==> src/rtl/la_program_loader_if.sv <==
// Bundles the LA-side control inputs and the IRAM/core-side outputs of la_program_loader.
// Latency: none, this is wiring only.
// Backpressure: none; LA inputs have no ready, so the driver must respect the strobe spacing.
// Optional port: checksum, present only when LOADER_CHECKSUM_EN is defined.
interface la_program_loader_if #(
  parameter int ADDR_W = 4,
  parameter int RUN_W  = 16
);
  // LA probe side
  logic              la_load_req;
  logic              la_word_strobe;
  logic [31:0]       la_word;
  logic              la_run_req;
  logic [RUN_W-1:0]  la_run_cycles;
  // IRAM write port, core control and status
  logic              iram_write;
  logic [ADDR_W-1:0] iram_select;
  logic [31:0]       iram_data;
  logic              core_rst_n;
  logic              core_clk_en;
  logic [1:0]        state;
  logic [ADDR_W:0]   words_loaded;
  logic [RUN_W-1:0]  cycles_run;
  logic              err_overflow;
`ifdef LOADER_CHECKSUM_EN
  logic [31:0]       checksum;
`endif

  modport master (
    output la_load_req, la_word_strobe, la_word, la_run_req, la_run_cycles,
    input  iram_write, iram_select, iram_data, core_rst_n, core_clk_en,
           state, words_loaded, cycles_run, err_overflow
`ifdef LOADER_CHECKSUM_EN
         , checksum
`endif
  );

  modport slave (
    input  la_load_req, la_word_strobe, la_word, la_run_req, la_run_cycles,
    output iram_write, iram_select, iram_data, core_rst_n, core_clk_en,
           state, words_loaded, cycles_run, err_overflow
`ifdef LOADER_CHECKSUM_EN
         , checksum
`endif
  );
endinterface

==> src/rtl/la_program_loader.sv <==
// Sequences LA-strobed instruction words into the IRAM, then runs the core for a bounded or free-running span.
// Latency: an LA input edge sampled at edge k acts at edge k+2 (write pulse, state change), all outputs registered.
// Backpressure: none; strobes need >=3 cycle spacing, overflow strobes are dropped and flagged sticky.
// Optional feature: LOADER_CHECKSUM_EN adds a rotate-XOR checksum of committed words.
module la_program_loader #(
  parameter int DEPTH  = 16,
  parameter int ADDR_W = 4,
  parameter int RUN_W  = 16
) (
  input  logic               clk,
  input  logic               rst_n,
  la_program_loader_if.slave lp
);

  typedef enum logic [1:0] {
    S_IDLE = 2'b00,
    S_LOAD = 2'b01,
    S_RUN  = 2'b10,
    S_HALT = 2'b11
  } state_t;

  localparam logic [ADDR_W:0]  FULL    = (ADDR_W+1)'(DEPTH);
  localparam logic [RUN_W-1:0] RUN_MAX = '1;

  // LA input samples and registered edge pulses
  logic        load_cur_q, load_prev_q, strb_cur_q, strb_prev_q, run_cur_q, run_prev_q;
  logic        load_rise_q, load_fall_q, strb_rise_q, run_rise_q;
  logic [31:0] word_q;

  // Sequencer state and registered outputs
  state_t            state_q, state_d;
  logic              wr_q, wr_d;
  logic [ADDR_W-1:0] sel_q, sel_d;
  logic [31:0]       data_q, data_d;
  logic              crst_q, crst_d;
  logic              cen_q, cen_d;
  logic [ADDR_W:0]   wl_q, wl_d;
  logic [RUN_W-1:0]  cyc_q, cyc_d, cyc_inc;
  logic [RUN_W-1:0]  budget_q, budget_d;
  logic              err_q, err_d;
`ifdef LOADER_CHECKSUM_EN
  logic [31:0]       cs_q, cs_d;
`endif

  // Sample the LA controls once, then turn cur/prev pairs into one-cycle edge pulses.
  always_ff @(posedge clk or negedge rst_n) begin
    if (!rst_n) begin
      load_cur_q  <= 1'b0;
      load_prev_q <= 1'b0;
      strb_cur_q  <= 1'b0;
      strb_prev_q <= 1'b0;
      run_cur_q   <= 1'b0;
      run_prev_q  <= 1'b0;
      load_rise_q <= 1'b0;
      load_fall_q <= 1'b0;
      strb_rise_q <= 1'b0;
      run_rise_q  <= 1'b0;
      word_q      <= '0;
    end else begin
      load_cur_q  <= lp.la_load_req;
      load_prev_q <= load_cur_q;
      strb_cur_q  <= lp.la_word_strobe;
      strb_prev_q <= strb_cur_q;
      run_cur_q   <= lp.la_run_req;
      run_prev_q  <= run_cur_q;
      load_rise_q <= load_cur_q & ~load_prev_q;
      load_fall_q <= ~load_cur_q & load_prev_q;
      strb_rise_q <= strb_cur_q & ~strb_prev_q;
      run_rise_q  <= run_cur_q & ~run_prev_q;
      // Captured on the detect edge so the write carries the word seen then.
      word_q      <= lp.la_word;
    end
  end

  assign cyc_inc = (cyc_q == RUN_MAX) ? cyc_q : cyc_q + 1'b1;

  // Next state plus next values of every registered output; load edges win over run edges.
  always_comb begin
    state_d  = state_q;
    wr_d     = 1'b0;
    sel_d    = sel_q;
    data_d   = data_q;
    wl_d     = wl_q;
    cyc_d    = cyc_q;
    budget_d = budget_q;
    err_d    = err_q;
`ifdef LOADER_CHECKSUM_EN
    cs_d     = cs_q;
`endif
    unique case (state_q)
      S_IDLE: begin
        if (load_rise_q) begin
          state_d = S_LOAD;
          wl_d    = '0;
          err_d   = 1'b0;
`ifdef LOADER_CHECKSUM_EN
          cs_d    = '0;
`endif
        end else if (run_rise_q && (wl_q != '0)) begin
          state_d  = S_RUN;
          cyc_d    = '0;
          budget_d = lp.la_run_cycles;
        end
      end
      S_LOAD: begin
        // A strobe coinciding with the release still commits before leaving.
        if (strb_rise_q) begin
          if (wl_q < FULL) begin
            wr_d   = 1'b1;
            sel_d  = wl_q[ADDR_W-1:0];
            data_d = word_q;
            wl_d   = wl_q + 1'b1;
`ifdef LOADER_CHECKSUM_EN
            cs_d   = {cs_q[30:0], cs_q[31]} ^ word_q;
`endif
          end else begin
            err_d = 1'b1;
          end
        end
        if (load_fall_q) state_d = S_IDLE;
      end
      S_RUN: begin
        cyc_d = cyc_inc;
        if (load_rise_q) begin
          // Abort: a new session restarts at address 0.
          state_d = S_LOAD;
          wl_d    = '0;
          err_d   = 1'b0;
        end else if ((budget_q != '0) && (cyc_inc == budget_q)) begin
          state_d = S_HALT;
        end
      end
      S_HALT: begin
        if (load_rise_q) begin
          state_d = S_LOAD;
          wl_d    = '0;
          err_d   = 1'b0;
        end else if (run_rise_q) begin
          state_d  = S_RUN;
          cyc_d    = '0;
          budget_d = lp.la_run_cycles;
        end
      end
      default: state_d = S_IDLE;
    endcase
    // Core controls follow the next state so they switch on the same edge as state.
    crst_d = (state_d == S_RUN) || (state_d == S_HALT);
    cen_d  = (state_d == S_RUN);
  end

  // State register and registered outputs.
  always_ff @(posedge clk or negedge rst_n) begin
    if (!rst_n) begin
      state_q  <= S_IDLE;
      wr_q     <= 1'b0;
      sel_q    <= '0;
      data_q   <= '0;
      crst_q   <= 1'b0;
      cen_q    <= 1'b0;
      wl_q     <= '0;
      cyc_q    <= '0;
      budget_q <= '0;
      err_q    <= 1'b0;
`ifdef LOADER_CHECKSUM_EN
      cs_q     <= '0;
`endif
    end else begin
      state_q  <= state_d;
      wr_q     <= wr_d;
      sel_q    <= sel_d;
      data_q   <= data_d;
      crst_q   <= crst_d;
      cen_q    <= cen_d;
      wl_q     <= wl_d;
      cyc_q    <= cyc_d;
      budget_q <= budget_d;
      err_q    <= err_d;
`ifdef LOADER_CHECKSUM_EN
      cs_q     <= cs_d;
`endif
    end
  end

  assign lp.iram_write   = wr_q;
  assign lp.iram_select  = sel_q;
  assign lp.iram_data    = data_q;
  assign lp.core_rst_n   = crst_q;
  assign lp.core_clk_en  = cen_q;
  assign lp.state        = state_q;
  assign lp.words_loaded = wl_q;
  assign lp.cycles_run   = cyc_q;
  assign lp.err_overflow = err_q;
`ifdef LOADER_CHECKSUM_EN
  assign lp.checksum     = cs_q;
`endif

endmodule

==> src/flat_wrapper.sv <==
// flat-port wrapper written by rule: the top's interface ports become plain ports
module la_program_loader_flat 
#(
  parameter int DEPTH  = 16,
  parameter int ADDR_W = 4,
  parameter int RUN_W  = 16
)
  (clk, rst_n, lp_la_load_req, lp_la_word_strobe, lp_la_word, lp_la_run_req, lp_la_run_cycles, lp_iram_write, lp_iram_select, lp_iram_data, lp_core_rst_n, lp_core_clk_en, lp_state, lp_words_loaded, lp_cycles_run, lp_err_overflow);
  la_program_loader_if #(.ADDR_W(ADDR_W), .RUN_W(RUN_W)) lp_i ();
  input  logic clk;
  input  logic rst_n;
  input wire logic [$bits(lp_i.la_load_req)-1:0] lp_la_load_req;
  input wire logic [$bits(lp_i.la_word_strobe)-1:0] lp_la_word_strobe;
  input wire logic [$bits(lp_i.la_word)-1:0] lp_la_word;
  input wire logic [$bits(lp_i.la_run_req)-1:0] lp_la_run_req;
  input wire logic [$bits(lp_i.la_run_cycles)-1:0] lp_la_run_cycles;
  output wire logic [$bits(lp_i.iram_write)-1:0] lp_iram_write;
  output wire logic [$bits(lp_i.iram_select)-1:0] lp_iram_select;
  output wire logic [$bits(lp_i.iram_data)-1:0] lp_iram_data;
  output wire logic [$bits(lp_i.core_rst_n)-1:0] lp_core_rst_n;
  output wire logic [$bits(lp_i.core_clk_en)-1:0] lp_core_clk_en;
  output wire logic [$bits(lp_i.state)-1:0] lp_state;
  output wire logic [$bits(lp_i.words_loaded)-1:0] lp_words_loaded;
  output wire logic [$bits(lp_i.cycles_run)-1:0] lp_cycles_run;
  output wire logic [$bits(lp_i.err_overflow)-1:0] lp_err_overflow;
  assign lp_i.la_load_req = lp_la_load_req;
  assign lp_i.la_word_strobe = lp_la_word_strobe;
  assign lp_i.la_word = lp_la_word;
  assign lp_i.la_run_req = lp_la_run_req;
  assign lp_i.la_run_cycles = lp_la_run_cycles;
  assign lp_iram_write = lp_i.iram_write;
  assign lp_iram_select = lp_i.iram_select;
  assign lp_iram_data = lp_i.iram_data;
  assign lp_core_rst_n = lp_i.core_rst_n;
  assign lp_core_clk_en = lp_i.core_clk_en;
  assign lp_state = lp_i.state;
  assign lp_words_loaded = lp_i.words_loaded;
  assign lp_cycles_run = lp_i.cycles_run;
  assign lp_err_overflow = lp_i.err_overflow;
  la_program_loader #(.DEPTH(DEPTH), .ADDR_W(ADDR_W), .RUN_W(RUN_W)) u_core (.clk(clk), .rst_n(rst_n), .lp(lp_i));
endmodule
==> config.mk <==
export PLATFORM = sky130hd
export DESIGN_NAME = la_program_loader_flat
export DESIGN_NICKNAME = d
export VERILOG_FILES = /design/src/rtl/la_program_loader_if.sv /design/src/rtl/la_program_loader.sv /design/src/flat_wrapper.sv
export SDC_FILE = /design/constraint.sdc
export NUM_CORES = 1
export LEC_CHECK = 0
export BUFFER_PORTS_ARGS = -buffer_cell sky130_fd_sc_hd__buf_4
export CAP_MARGIN = 20
export CORE_UTILIZATION = 40
export CTS_BUF_LIST = sky130_fd_sc_hd__clkbuf_4 sky130_fd_sc_hd__clkbuf_8
export CTS_CLUSTER_DIAMETER = 80
export CTS_CLUSTER_SIZE = 24
export DETAILED_ROUTE_END_ITERATION = 12
export GPL_TIMING_DRIVEN = 0
export PLACE_DENSITY = 0.75
export SLEW_MARGIN = 10
export SYNTH_ARGS = -nofsm -noshare
export SYNTH_HDL_FRONTEND = slang
export SYNTH_SLANG_ARGS = --single-unit
export TNS_END_PERCENT = 100
==> constraint.sdc <==
create_clock -name clk -period 2.9 [get_ports clk]
set_clock_uncertainty 0.2 [all_clocks]
set_input_delay 0.435 -clock clk [delete_from_list [all_inputs] [get_ports clk]]
set_output_delay 0.435 -clock clk [all_outputs]
set_load 0.01 [all_outputs]
---- Word-level counts from Yosys, hierarchy flattened ----
Index checks and enable logic that the tools add are counted.
storage, ports and cells
  bits in registers ....................... 121
  input port bits ......................... 53
  output and inout bits ................... 63
cells by class
  $add $sub $neg .......................... 2
  $lt $le $gt $ge ......................... 1
  eq/ne operators ......................... 15
  muxes and demuxes ....................... 30
  bitwise logic cells ..................... 8
  reduce and logical (&&, ||, !) cells .... 14
operator list
  operator                                        number
  two-way mux 16 bit                              9
  one-hot mux 16 bit (3 select lines)             1
  one-hot mux 16 bit (2 select lines)             1
  adder 16 x 1 -> 16 bit (second input constant)  1
  equality test 16 bit                            1
  equality test 16 bit (second input constant)    1
  nonzero test 16 bit                             1
  two-way mux 5 bit                               3
  two-way mux 2 bit                               7
  != test 2 x 1 -> 1 bit (second input constant)  5
  one-hot mux 5 bit (2 select lines)              1
  AND reduction 5 bit                             2
  AND reduction 3 bit                             3
  equality test 2 bit (second input constant)     4
  one-hot mux 2 bit (4 select lines)              1
  two-way mux 1 bit                               6
  != test 2 bit (second input constant)           3
  adder 5 x 1 -> 5 bit (second input constant)    1
  < comparator 5 bit (second input constant)      1
  nonzero test 5 bit                              1
  AND 1 bit                                       4
  NOT 1 bit                                       4
  nonzero test 3 bit                              1
  OR reduction 3 bit                              1
  other kinds (6)                                 7

---- Longest topological paths before layout ----
Gate-level depths: netlist of the first run.
  depth after elaboration ................. 9
  gate-level depth with buffers ........... 11

---- Worst setup path before layout of the first run ----
Ideal clock, no wire load.
  kind .................................... reg2reg
  start ................................... reg u_core.cyc_q[0], in the netlist u_core.lp.cycles_run[0]
  end ..................................... reg u_core.cen_q, in the netlist u_core.lp.core_clk_en
  library setup time ...................... 134 ps
  data arrival time ....................... 2692 ps
  data required time ...................... 2566 ps
  path slack .............................. -126 ps
  stages on the path, launching flop included .. 12
  path buffers ............................ 2
  cell sequence ........................... dfrtp_1 ha_1 buf_4 nand4_4 or4_4 buf_2 nand3_1 o21ai_0 xnor2_1 a2111oi_1 and4_1 a211oi_1
on the way
  longest elaborated chain between the ends .. 8
RTL lines
  element                                                         line                      RTL
  start: declaration                                              la_program_loader.sv:38   logic [RUN_W-1:0] cyc_q, cyc_d, cyc_inc;
  start signal: assignment                                        la_program_loader.sv:175  cyc_q <= cyc_d;
  adder 16 x 1 -> 16 bit or equality test 16 bit (tied branches)  la_program_loader.sv:75   assign cyc_inc = (cyc_q == RUN_MAX) ? cyc_q : cyc_q + 1'b1;
  two-way mux 16 bit *                                            la_program_loader.sv:75
  equality test 16 bit *                                          la_program_loader.sv:129  end else if ((budget_q != '0) && (cyc_inc == budget_q)) begin
  logical AND 1 bit *                                             la_program_loader.sv:129
  two-way mux 2 bit *                                             la_program_loader.sv:129
  two-way mux 2 bit *                                             la_program_loader.sv:124  if (load_rise_q) begin
  one-hot mux 2 bit (4 select lines) *                            la_program_loader.sv:90   unique case (state_q)
  equality test 2 bit *                                           la_program_loader.sv:148  cen_d = (state_d == S_RUN);
  named net u_core.cen_d                                          la_program_loader.sv:36   logic cen_q, cen_d;
  end signal: assignment                                          la_program_loader.sv:173  cen_q <= cen_d;
  end: declaration                                                la_program_loader.sv:36
Mark *: on every way through the listed nets, which the timed path passes. The rest lies on a longest branch.
A chain may end at the register's enable or synchronous reset.

---- Final worst setup path of the first run ----
  start ................................... reg u_core.cyc_q[1], in the netlist u_core.lp.cycles_run[1]
  end ..................................... reg u_core.crst_q, in the netlist u_core.lp.core_rst_n
on the way
  longest elaborated chain between the ends .. 9
RTL lines
  element                                                         line                      RTL
  adder 16 x 1 -> 16 bit or equality test 16 bit (tied branches)  la_program_loader.sv:75
  two-way mux 16 bit *                                            la_program_loader.sv:75
  equality test 16 bit *                                          la_program_loader.sv:129
  logical AND 1 bit *                                             la_program_loader.sv:129
  two-way mux 2 bit *                                             la_program_loader.sv:129
  two-way mux 2 bit *                                             la_program_loader.sv:124
  one-hot mux 2 bit (4 select lines) *                            la_program_loader.sv:90
  equality test 2 bit                                             la_program_loader.sv:147  crst_d = (state_d == S_RUN) || (state_d == S_HALT);
  logical OR 1 bit *                                              la_program_loader.sv:147
  named net u_core.crst_d                                         la_program_loader.sv:35   logic crst_q, crst_d;
  end signal: assignment                                          la_program_loader.sv:172  crst_q <= crst_d;
  end: declaration                                                la_program_loader.sv:35
Marked as above.

==> reports/results.tsv, run 1 <==
stage	metric	value	unit
worst_setup_path	cp_slowest_stage_delay	0.58	ns
routing	route.met2.wl	7065	um
sta	hold_ws	0.02588	ns
logic_synthesis	synth_area_leaders	dfrtp_1, nand2_1, mux2_2	
grt	grt_max_degree	77	
grt	antenna_found_initial	0	
floorplan	core_area	0.01262	mm2
logic_synthesis	synth_edf_count	0	
sta	setup_viol	3	
logic_synthesis	synth_area	0.005159	mm2
sta	fin_crit	2.934	ns
power	power	6.046	mW
power	p_leak	3.564	nW
logic_synthesis	synth_area_per_cell	10.22	um2
worst_setup_path	critPathKind	flop to flop	
final_layout	fin_util	59.28	%
logic_synthesis	synthDistinctLibCells	52	
routing	wl_met3	843	um
floorplan	initial_utilization	40.88	%
clocking	clock_latency	0.44	ns
worst_setup_path	path_max_fanout	4	
final_layout	layout.nets	770	
worst_setup_path	crit_top_cell	or4_4	
routing	routed.top_layer	met4	
final_layout	regArea	0.003039	mm2
power	sequentialPowerShare	40.9	%
final_layout	area_growth_syn_to_layout	45.02	%
sta	maxSlewHeadroom	55.47	%
logic_synthesis	syn-num-nets	566	
routing	routed_wl	14210	um
routing	drtIter0Drc	232	
final_layout	num_antenna_cells	0	
worst_setup_path	path_cells	ha_4 > nand4_4 > or4_4 > mux2i_1 > nor2_1 > or4_4 > nor4_4 > nand4_1 > o21ai_1	
logic_synthesis	yosys_warnings	0	
place	dp_hpwl	9389	um
clocking	clkTransAtPathRegs	0.07	ns
floorplan	die_h	115.6	um
logic_synthesis	synth_cells	505	
floorplan	rows	41	
sta	worst_pin_slew	0.6576	ns
grt	grt_first_pass_wirelength	21750	um
sta	fmax	340.9	MHz
routing	dr.pass1.iters	5	
status	violations	setup timing	
final_layout	multiInputGateArea	0.002153	mm2
logic_synthesis	synth-seq-cells	121	
worst_setup_path	arrival	3.09	ns
floorplan	dieArea	0.01336	mm2
power	power_density	808.2	mW/mm2
worst_setup_path	cp-start-kind	flop	
routing	routed_via_density	5.070	
final_layout	most-common-layout-cells	buf_4, nand2_1, dfrtp_1	
final_layout	final_common_cell	buf_4	
worst_setup_path	cp_slowest_cell	or4_4	
worst_hold_path	hp-class	input port to flop	
worst_setup_path	critPathCaptureType	flop	
routing	drc	0	
sta	fin_crit_sh	101.2	%
clocking	cts-root-buf	clkbuf_8	
logic_synthesis	async_reset_ff_share	100.0	%
logic_synthesis	yosysTopAreaCell	dfrtp_1	
sta	hold_viol	0	
clocking	numCtsBuffers	17	
logic_synthesis	ys_seq_area_share	58.70	%
sta	setup_ws	-0.03377	ns
power	ir_drop	0.4609	mV
routing	drt-met1-wl	5981	um
power	power_switching_share	35.07	%
sta	slew_violations	0	
power	p_comb_share	35.1	%
power	p_switching	2.120	mW
place	gp_congestion	0.9165	
status	status	complete, but fails checks	
logic_synthesis	synthFlopType	dfrtp_1	
routing	num_vias	4533	
floorplan	die_x	115.6	um
power	clockPowerShare	23.9	%
sta	setup_tns	-0.05861	ns
final_layout	n_fill_cell	1060	
routing	wl_per_cell	15.89	um
clocking	cts_buffer_depth	2	
grt	grt_usage	21.75	%
logic_synthesis	yosysTopAreaCellShare	58.70	%
power	p_int	3.926	mW
clocking	cts_sinks	121	
sta	rsz0062_at_grt	yes	
clocking	htree_levels	4	
clocking	cts_tree	done	
worst_setup_path	cp.required	3.06	ns
place	port_buffers	115	
final_layout	drive_above_1_share	33.80	%
worst_setup_path	worst-path-buf-inv	0	
routing	postRouteAntennaNets	0	
floorplan	io_pins	116	
flow_run	cap_viol_max_count	0	
grt	grt_overflow_total	0	
grt	grt_pass1_vias	4282	
worst_setup_path	crit_family	simple AND/OR/NAND/NOR gates	
==> power by group through the flow <==
stage,clock network [mW],logic [mW],registers [mW]
after floorplan,0,1.02,2.55
after global placement,0,1.91,2.49
after detailed placement,0,1.97,2.51
after CTS,1.48,2.08,2.46
after global routing,1.56,2.34,2.52
final,1.45,2.12,2.47
==> worst register-to-register path: stages, from the launching register on <==
cell	delay [ns]
dfrtp_2	0.39
ha_4	0.16
nand4_4	0.10
or4_4	0.58
mux2i_1	0.21
nor2_1	0.06
or4_4	0.44
nor4_4	0.29
nand4_1	0.22
o21ai_1	0.20
==> timing repair <==
action,CTS,global route
endpoints found under the hold margin,80,0
endpoints found under the setup margin,14,14
resized for setup,26,23
setup buffers,12,23
pin swaps,11,12
hold buffers,36,0
==> final timing paths <==
path / startpoint / end / slack (ns) / depth (start not counted)
max: u_core.lp.cycles_run[1]$_DFFE_PN0P_ / u_core.lp.core_rst_n$_DFF_PN0_ / -0.03 / 9
min: lp_la_run_cycles[2] / u_core.budget_q[2]$_DFFE_PN0P_ / 0.03 / 2
max reg2reg: u_core.lp.cycles_run[1]$_DFFE_PN0P_ / u_core.lp.core_rst_n$_DFF_PN0_ / -0.03 / 9
min reg2reg: u_core.strb_cur_q$_DFF_PN0_ / u_core.strb_prev_q$_DFF_PN0_ / 0.18 / 0
max in group asynchronous: rst_n / u_core.budget_q[14]$_DFFE_PN0P_ / 1.48 / 3
min in group asynchronous: rst_n / u_core.lp.iram_data[31]$_DFFE_PN0P_ / 0.30 / 2
==> metal layers <==
metal  up-vias  track usage [%]
met5         -                0
met4         0            10.04
met3        28            4.446
met2       171            35.49
met1      2214            27.94
li1       2120                -
==> state kept, by name, indices dropped and copies added (netlist names), 2 cells and up <==
name / cells
u_core.lp.words_loaded: 5
u_core.budget_q: 16
u_core.word_q: 32
u_core.lp.state: 2
u_core.lp.iram_select: 4
u_core.lp.iram_data: 32
u_core.lp.cycles_run: 16
==> per-stage QoR <==
step | worst slack [ns] | cells | cell area, um2
global placement | -0.4957 | 792 | 6261
finish | -0.03377 | 894 | 7481
floorplan | 0.05952 | 505 | 5182
CTS | -0.003495 | 872 | 7224
detailed placement | -0.4849 | 793 | 6292
global route | -0.1763 | 894 | 7481
==> final cells by class <==
type                       count  share of cell area [%]
sequential                   121                   40.63
inverter                      12                  0.6021
timing repair buffer         187                   20.29
buffer                        21                   1.639
clock buffer                  22                   3.964
multi-input combinational    349                   28.78
tap                          172                   2.877
clock inverter                10                   1.221
==> synthesized netlist by cell type, types with 3 or more instances <==
cell type and number:
nor2_1 28, xor2_1 8, ha_1 8, nand2b_1 3
nor4_1 6, and4_1 3, nor3_1 3, buf_2 4
o21ai_1 3, buf_4 3, a22oi_1 3, nand3_1 12
clkbuf_1 14, o31ai_1 8, mux2_2 17, xnor2_1 12
dfrtp_1 121, and3_1 4, nand4_1 9, nand2_1 148
nor2b_1 6, a21oi_1 20, inv_1 12, o21ai_0 14
==> logic make-up (layout without fill, tap and decap cells) <==
logic type               Yosys count  in the layout  share of synthesized area, %
multiplexers                      18             18                         3.905
AO/OA/AOI/OAI                     67             67                         8.344
buffers and inverters             35            252                         2.862
XOR/XNOR                          20             20                         3.396
flip-flops                       121            121                         58.70
adder cells (fa/ha/maj)            8              8                         1.940
AND/OR/NAND/NOR                  236            236                         20.86
No activity file was read; power rests on OpenSTA's default activity.
==> run 2, diff against run 1 <==
--- a/config.mk
+++ b/config.mk
@@ -7,13 +7,13 @@
 export LEC_CHECK = 0
 export BUFFER_PORTS_ARGS = -buffer_cell sky130_fd_sc_hd__buf_4
 export CAP_MARGIN = 20
-export CORE_UTILIZATION = 40
+export CORE_UTILIZATION = 50
 export CTS_BUF_LIST = sky130_fd_sc_hd__clkbuf_4 sky130_fd_sc_hd__clkbuf_8
 export CTS_CLUSTER_DIAMETER = 80
 export CTS_CLUSTER_SIZE = 24
 export DETAILED_ROUTE_END_ITERATION = 12
 export GPL_TIMING_DRIVEN = 0
-export PLACE_DENSITY = 0.75
+export PLACE_DENSITY = 0.89
 export SLEW_MARGIN = 10
 export SYNTH_ARGS = -nofsm -noshare
 export SYNTH_HDL_FRONTEND = slang
==> run 2 against run 1 <==
The run still ends with setup timing left. Fmax down 1.9%. Global-route usage up 7.6 points. Core utilization up 17 points. Design area up 0.57%. Largest cell class unchanged. Sequential cell count unchanged. Clock power up 7%. Count of clock-buffer cells in the layout down 5. Combinational power up 2%. Critical endpoint unchanged. Sequential power about the same. Die area down 20%. Largest power group unchanged. Sequential share of layout area down 0.23 points. Hold slack better by 0.0014 ns.
==> reports/results.tsv, run 2 (same netlist as run 1, synthesis figures left out) <==
stage	metric	value	unit	change
clocking	numCtsBuffers	17		unchanged
grt	grt_max_degree	122		was 77
final_layout	layout.nets	779		was 770
clocking	cts-root-buf	clkbuf_8		unchanged
final_layout	final_cell_area	0.007523	mm2	was 0.007481 mm2
place	placedInstanceArea	0.006216	mm2	was 0.006292 mm2
worst_hold_path	hp-class	input port to flop		unchanged
floorplan	initial_utilization	52.30	%	was 40.88%
power	power_density	823.2	mW/mm2	was 808.2 mW/mm2
place	dp_hpwl	9254	um	was 9389 um
sta	fmax	334.5	MHz	was 340.9 MHz
power	ir_drop	0.5450	mV	was 0.4609 mV
place	dp_cells	753		was 793
clocking	clock_latency	0.43	ns	was 0.44 ns
routing	dr.pass1.iters	5		unchanged
final_layout	stdcell_count	864		was 894
routing	routed_via_density	5.583		was 5.070
floorplan	dieArea	0.01073	mm2	was 0.01336 mm2
grt	grt_first_pass_wirelength	24210	um	was 21750 um
sta	worst_pin_slew	0.6715	ns	was 0.6576 ns
sta	setup_tns	-0.2642	ns	was -0.05861 ns
routing	num_vias	4824		was 4533
floorplan	core_area	0.009864	mm2	was 0.01262 mm2
sta	hold_viol	0		unchanged
worst_setup_path	cp_slowest_cell	dfrtp_1		was or4_4
worst_setup_path	arrival	3.14	ns	was 3.09 ns
floorplan	io_pins	116		unchanged
flow_run	cap_viol_max_count	0		unchanged
worst_setup_path	critPathKind	flop to flop		unchanged
final_layout	n_fill_cell	578		was 1060
worst_setup_path	crit_top_cell	xnor2_1		was or4_4
status	status	complete, but fails checks		unchanged
sta	setup_viol	4		was 3
worst_setup_path	cp-start-kind	flop		unchanged
floorplan	die_h	103.6	um	was 115.6 um
final_layout	most-common-layout-cells	buf_4, nand2_1, dfrtp_1		unchanged
grt	grt_pass1_vias	4762		was 4282
sta	maxSlewHeadroom	54.52	%	was 55.47%
sta	fin_crit_sh	103.1	%	was 101.2%
grt	grt_overflow_total	0		unchanged
final_layout	area_growth_syn_to_layout	45.84	%	was 45.02%
final_layout	final_common_cell	buf_4		unchanged
worst_setup_path	cp_slowest_stage_delay	0.46	ns	was 0.58 ns
routing	postRouteAntennaNets	0		unchanged
worst_setup_path	cp.required	3.05	ns	was 3.06 ns
sta	fin_crit	2.989	ns	was 2.934 ns
worst_setup_path	path_cells	clkbuf_4 > nand3_2 > nor4_4 > buf_4 > xnor2_1 > nor2_2 > xnor2_1 > a2111oi_4 > nand4_1 > o21ai_1		was ha_4 > nand4_4 > or4_4 > mux2i_1 > nor2_1 > or4_4 > nor4_4 > nand4_1 > o21ai_1
sta	rsz0062_at_grt	yes		unchanged
clocking	clkTransAtPathRegs	0.09	ns	was 0.07 ns
floorplan	rows	36		was 41
worst_setup_path	crit_family	simple AND/OR/NAND/NOR gates		unchanged
final_layout	fin_util	76.27	%	was 59.28%
clocking	cts_buffer_depth	2		unchanged
floorplan	die_x	103.6	um	was 115.6 um
routing	routed_wl	15640	um	was 14210 um
final_layout	drive_above_1_share	34.20	%	was 33.80%
worst_setup_path	worst-path-buf-inv	2		was 0
place	gp_congestion	0.9077		was 0.9165
clocking	cts_tree	done		unchanged
clocking	htree_levels	4		unchanged
status	violations	setup timing		unchanged
routing	wl_per_cell	18.10	um	was 15.89 um
clocking	cts_sinks	121		unchanged
sta	slew_violations	0		unchanged
routing	drtIter0Drc	533		was 232
power	p_leak	3.624	nW	was 3.564 nW
place	port_buffers	115		unchanged
grt	grt_usage	29.32	%	was 21.75%
routing	drc	0		unchanged
final_layout	num_antenna_cells	0		unchanged
grt	antenna_found_initial	0		unchanged
worst_setup_path	critPathCaptureType	flop		unchanged
worst_setup_path	path_max_fanout	10		was 4
sta	setup_ws	-0.08920	ns	was -0.03377 ns
power	power	6.194	mW	was 6.046 mW
-- run 2: changes by cell type in the layout (fill, tap and decap cells not counted), sizes merged --
cell,change
inv,+7
clkinvlp,-1
buf,+8
clkinv,-1
clkbuf,-4
-- run 2: timing repair --
| action | CTS | global route |
|---|---|---|
| pin swaps | 10 | 12 |
| gates resized for setup | 36 | 14 |
| setup endpoints to repair | 6 | 14 |
| setup buffers | 17 | 26 |
| gates cloned | 0 | 0 |
| endpoints found under the hold margin | 37 | 0 |
| hold buffers | 36 | 0 |
-- run 2: per-stage QoR --
step / hold slack [ns] / setup WS (ns)
floorplan: -0.06059 / 0.05952
global placement: 0.1526 / -0.4024
detailed placement: 0.1588 / -0.4309
CTS: 0.01468 / -0.002930
global route: 0.004031 / -0.1668
finish: 0.02732 / -0.08920
-- run 2: final timing paths --
check                      depth (start not counted)                                  end  slack (ns)                           startpoint
min in group asynchronous                          2      u_core.budget_q[15]$_DFFE_PN0P_        0.24                                rst_n
setup reg to reg                                  10       u_core.lp.core_rst_n$_DFF_PN0_       -0.09  u_core.lp.cycles_run[2]$_DFFE_PN0P_
hold reg to reg                                    0         u_core.strb_prev_q$_DFF_PN0_        0.18          u_core.strb_cur_q$_DFF_PN0_
setup / recovery                                  10       u_core.lp.core_rst_n$_DFF_PN0_       -0.09  u_core.lp.cycles_run[2]$_DFFE_PN0P_
max in group asynchronous                          3  u_core.lp.cycles_run[1]$_DFFE_PN0P_        1.52                                rst_n
hold / removal                                     2       u_core.budget_q[3]$_DFFE_PN0P_        0.03                  lp_la_run_cycles[3]
-- run 2: report_power, final --
group          internal [mW]  leakage, nW  switching [mW]
registers               2.12         1.49           0.369
clock network          0.727        0.204           0.824
logic                   1.03         1.93            1.13
-- run 2: layout make-up --
cell class	instances	area (um2)	area share, %
flip-flops and latches	121	3039	40.40
multi-input cells	349	2141	28.45
repair buffers	195	1582	21.02
clock buffers	17	234.0	3.110
clock inverters	15	173.9	2.312
well taps	133	166.4	2.212
plain buffers	22	142.6	1.896
inverters	12	45.04	0.5987
-- run 2: per-layer routing --
metal  up-vias  part of all wire (%)  global-route usage [%]
met5         -                     0                       0
met2       292                    51                   50.10
met3        53                   7.9                   6.356
li1       2143                     -                       -
met4         0                   2.9                   12.42
met1      2336                    38                   35.97
==> run 3, diff against run 2 <==
--- a/config.mk
+++ b/config.mk
@@ -7,13 +7,15 @@
 export LEC_CHECK = 0
 export BUFFER_PORTS_ARGS = -buffer_cell sky130_fd_sc_hd__buf_4
 export CAP_MARGIN = 20
-export CORE_UTILIZATION = 50
+export CELL_PAD_IN_SITES_DETAIL_PLACEMENT = 1
+export CELL_PAD_IN_SITES_GLOBAL_PLACEMENT = 1
+export CORE_UTILIZATION = 39
 export CTS_BUF_LIST = sky130_fd_sc_hd__clkbuf_4 sky130_fd_sc_hd__clkbuf_8
 export CTS_CLUSTER_DIAMETER = 80
 export CTS_CLUSTER_SIZE = 24
 export DETAILED_ROUTE_END_ITERATION = 12
 export GPL_TIMING_DRIVEN = 0
-export PLACE_DENSITY = 0.89
+export PLACE_DENSITY = 0.9
 export SLEW_MARGIN = 10
 export SYNTH_ARGS = -nofsm -noshare
 export SYNTH_HDL_FRONTEND = slang
==> run 3 against run 2 <==
The flow still finishes with violations (setup timing). Wire length is 31% higher. Global-route usage decreased by 2.0 points. Final cell count is 2.7% higher. Hold slack worse by 0.0062 ns. First-iteration DRC count is 8.1% lower. Combinational power up 8%. Non-clock buffer count shrank 16. Critical path depth stayed put.
==> reports/results.tsv, run 3 (same netlist as run 1, synthesis figures left out) <==
stage	metric	value	unit	change
worst_setup_path	path_cells	buf_2 > nand4_1 > nor4_4 > buf_4 > xnor2_1 > nor2_1 > xnor2_1 > a2111oi_4 > nand4_1 > o21ai_1		was clkbuf_4 > nand3_2 > nor4_4 > buf_4 > xnor2_1 > nor2_2 > xnor2_1 > a2111oi_4 > nand4_1 > o21ai_1
clocking	cts_sinks	121		unchanged
power	power_switching_share	37.88	%	was 37.48%
sta	maxSlewHeadroom	54.25	%	was 54.52%
routing	routed_wl	20530	um	was 15640 um
sta	worst_pin_slew	0.6756	ns	was 0.6715 ns
routing	drc	0		unchanged
worst_setup_path	critPathKind	flop to flop		unchanged
worst_setup_path	cp_slowest_stage_delay	0.43	ns	was 0.46 ns
routing	drt-met1-wl	7474	um	was 5926 um
worst_setup_path	arrival	3.26	ns	was 3.14 ns
grt	grt_overflow_total	0		unchanged
routing	drtIter0Drc	490		was 533
sta	setup_ws	-0.1919	ns	was -0.08920 ns
sta	fin_crit_sh	106.6	%	was 103.1%
grt	grt_first_pass_wirelength	27300	um	was 24210 um
power	ir_drop	0.4214	mV	was 0.5450 mV
final_layout	area_growth_syn_to_layout	44.48	%	was 45.84%
final_layout	drive_above_1_share	32.59	%	was 34.20%
routing	routed.top_layer	met4		unchanged
sta	fmax	323.4	MHz	was 334.5 MHz
place	dp_hpwl	10920	um	was 9254 um
sta	fin_crit	3.092	ns	was 2.989 ns
final_layout	num_antenna_cells	0		unchanged
sta	hold_ws	0.02114	ns	was 0.02732 ns
sta	hold_viol	0		unchanged
clocking	clkTransAtPathRegs	0.08	ns	was 0.09 ns
worst_setup_path	crit_family	simple AND/OR/NAND/NOR gates		unchanged
power	clockPowerShare	26.0	%	was 25.0%
final_layout	stdcell_count	887		was 864
grt	grt_pass1_vias	4970		was 4762
final_layout	n_fill_cell	1385		was 578
power	p_switching	2.488	mW	was 2.322 mW
final_layout	regArea	0.003042	mm2	was 0.003039 mm2
flow_run	cap_viol_max_count	0		unchanged
grt	antenna_found_initial	0		unchanged
clocking	numCtsBuffers	17		unchanged
place	gp_congestion	0.8827		was 0.9077
final_layout	most-common-layout-cells	nand2_1, buf_4, dfrtp_1		was buf_4, nand2_1, dfrtp_1
sta	setup_tns	-0.7856	ns	was -0.2642 ns
status	status	complete, but fails checks		unchanged
status	violations	setup timing		unchanged
worst_setup_path	cp.required	3.06	ns	was 3.05 ns
sta	rsz0062_at_grt	yes		unchanged
grt	grt_usage	27.33	%	was 29.32%
routing	routed_via_density	5.639		was 5.583
floorplan	io_pins	116		unchanged
routing	postRouteAntennaNets	0		unchanged
place	port_buffers	115		unchanged
clocking	cts_tree	done		unchanged
clocking	clock_latency	0.46	ns	was 0.43 ns
worst_setup_path	path_max_fanout	10		unchanged
routing	route.met2.wl	10540	um	was 8025 um
worst_hold_path	hp-class	input port to flop		unchanged
routing	wl_per_cell	23.14	um	was 18.10 um
floorplan	dieArea	0.01369	mm2	was 0.01073 mm2
final_layout	layout.nets	763		was 779
worst_setup_path	cp-start-kind	flop		unchanged
worst_setup_path	worst-path-buf-inv	2		unchanged
power	p_int	4.082	mW	was 3.872 mW
sta	slew_violations	0		unchanged
clocking	cts_buffer_depth	2		unchanged
clocking	htree_levels	4		unchanged
routing	num_vias	5002		was 4824
floorplan	initial_utilization	40.39	%	was 52.30%
power	p_comb_share	35.4	%	was 34.8%
place	dp_cells	793		was 753
floorplan	die_h	117.0	um	was 103.6 um
routing	dr.pass1.iters	5		unchanged
floorplan	rows	41		was 36
final_layout	multiInputGateArea	0.002121	mm2	was 0.002141 mm2
power	p_leak	3.530	nW	was 3.624 nW
worst_setup_path	cp_slowest_cell	dfrtp_1		unchanged
clocking	cts-root-buf	clkbuf_8		unchanged
grt	grt_max_degree	95		was 122
routing	wl_met3	1452	um	was 1238 um
power	power_density	881.5	mW/mm2	was 823.2 mW/mm2
sta	setup_viol	5		was 4
final_layout	final_common_cell	nand2_1		was buf_4
worst_setup_path	critPathCaptureType	flop		unchanged
floorplan	core_area	0.01277	mm2	was 0.009864 mm2
power	sequentialPowerShare	38.6	%	was 40.1%
floorplan	die_x	117.0	um	was 103.6 um
==> run 3: changes by cell type in the layout (fill, tap and decap cells not counted), moves of 2 or more <==
| cell | before | now |
|---|---|---|
| dfrtp_1 | 112 | 110 |
| nand3_2 | 4 | 2 |
| inv_8 | 3 | 1 |
| dfrtp_2 | 9 | 11 |
| nand3_1 | 7 | 9 |
| bufinv_16 | 1 | 3 |
| clkinv_4 | 2 | 4 |
| clkbuf_8 | 18 | 20 |
| clkinv_8 | 2 | 0 |
| inv_6 | 6 | 1 |
| buf_4 | 156 | 140 |
==> run 3: worst paths after layout <==
check | startpoint | to | slack (ns) | depth (start not counted)
max | u_core.lp.cycles_run[5]$_DFFE_PN0P_ | u_core.lp.state[1]$_DFF_PN0_ | -0.19 | 10
min | lp_la_run_cycles[14] | u_core.budget_q[14]$_DFFE_PN0P_ | 0.02 | 2
max reg2reg | u_core.lp.cycles_run[5]$_DFFE_PN0P_ | u_core.lp.state[1]$_DFF_PN0_ | -0.19 | 10
min reg2reg | u_core.strb_cur_q$_DFF_PN0_ | u_core.strb_prev_q$_DFF_PN0_ | 0.17 | 0
max in group asynchronous | rst_n | u_core.lp.cycles_run[10]$_DFFE_PN0P_ | 1.47 | 3
min in group asynchronous | rst_n | u_core.budget_q[11]$_DFFE_PN0P_ | 0.23 | 2
==> run 3: timing repair <==
item,CTS,global route
hold buffers,37,0
setup endpoints to repair,14,14
setup buffers,7,19
endpoints found under the hold margin,63,0
pin swaps,10,9
gates resized for setup,27,17
==> run 3: power by group through the flow <==
stage / clock network (mW) / logic, mW / registers, mW
floorplan: 0 / 1.02 / 2.55
global route: 1.79 / 2.50 / 2.58
detailed placement: 0 / 2.02 / 2.54
finish: 1.71 / 2.33 / 2.54
global placement: 0 / 1.91 / 2.48
CTS: 1.71 / 2.17 / 2.50
==> run 3: final cells by class <==
cell class / instances / share of cell area, %
clock buffers: 20 / 3.693
repair buffers: 179 / 19.59
well taps: 172 / 2.887
flip-flops and latches: 121 / 40.81
multi-input cells: 349 / 28.45
plain buffers: 22 / 1.746
inverters: 12 / 0.6043
clock inverters: 12 / 2.216
==> run 3: routing by layer <==
| layer | global-route usage [%] | up-vias |
|---|---|---|
| met5 | 0 | - |
| met4 | 14.94 | 0 |
| met3 | 5.664 | 91 |
| met2 | 47.81 | 299 |
| met1 | 31.41 | 2506 |
| li1 | - | 2106 |
==> run 3: metrics by stage <==
stage / worst slack, ns / util [%] / power, mW / area [um2]
floorplan: 0.05952 / - / 3.574 / 5182
global placement: -0.4099 / 49.02 / 4.390 / 6261
detailed placement: -0.5221 / 49.26 / 4.561 / 6292
CTS: -0.02034 / 56.81 / 6.373 / 7257
global route: -0.3570 / 58.35 / 6.863 / 7453
finish: -0.1919 / 58.35 / 6.570 / 7453
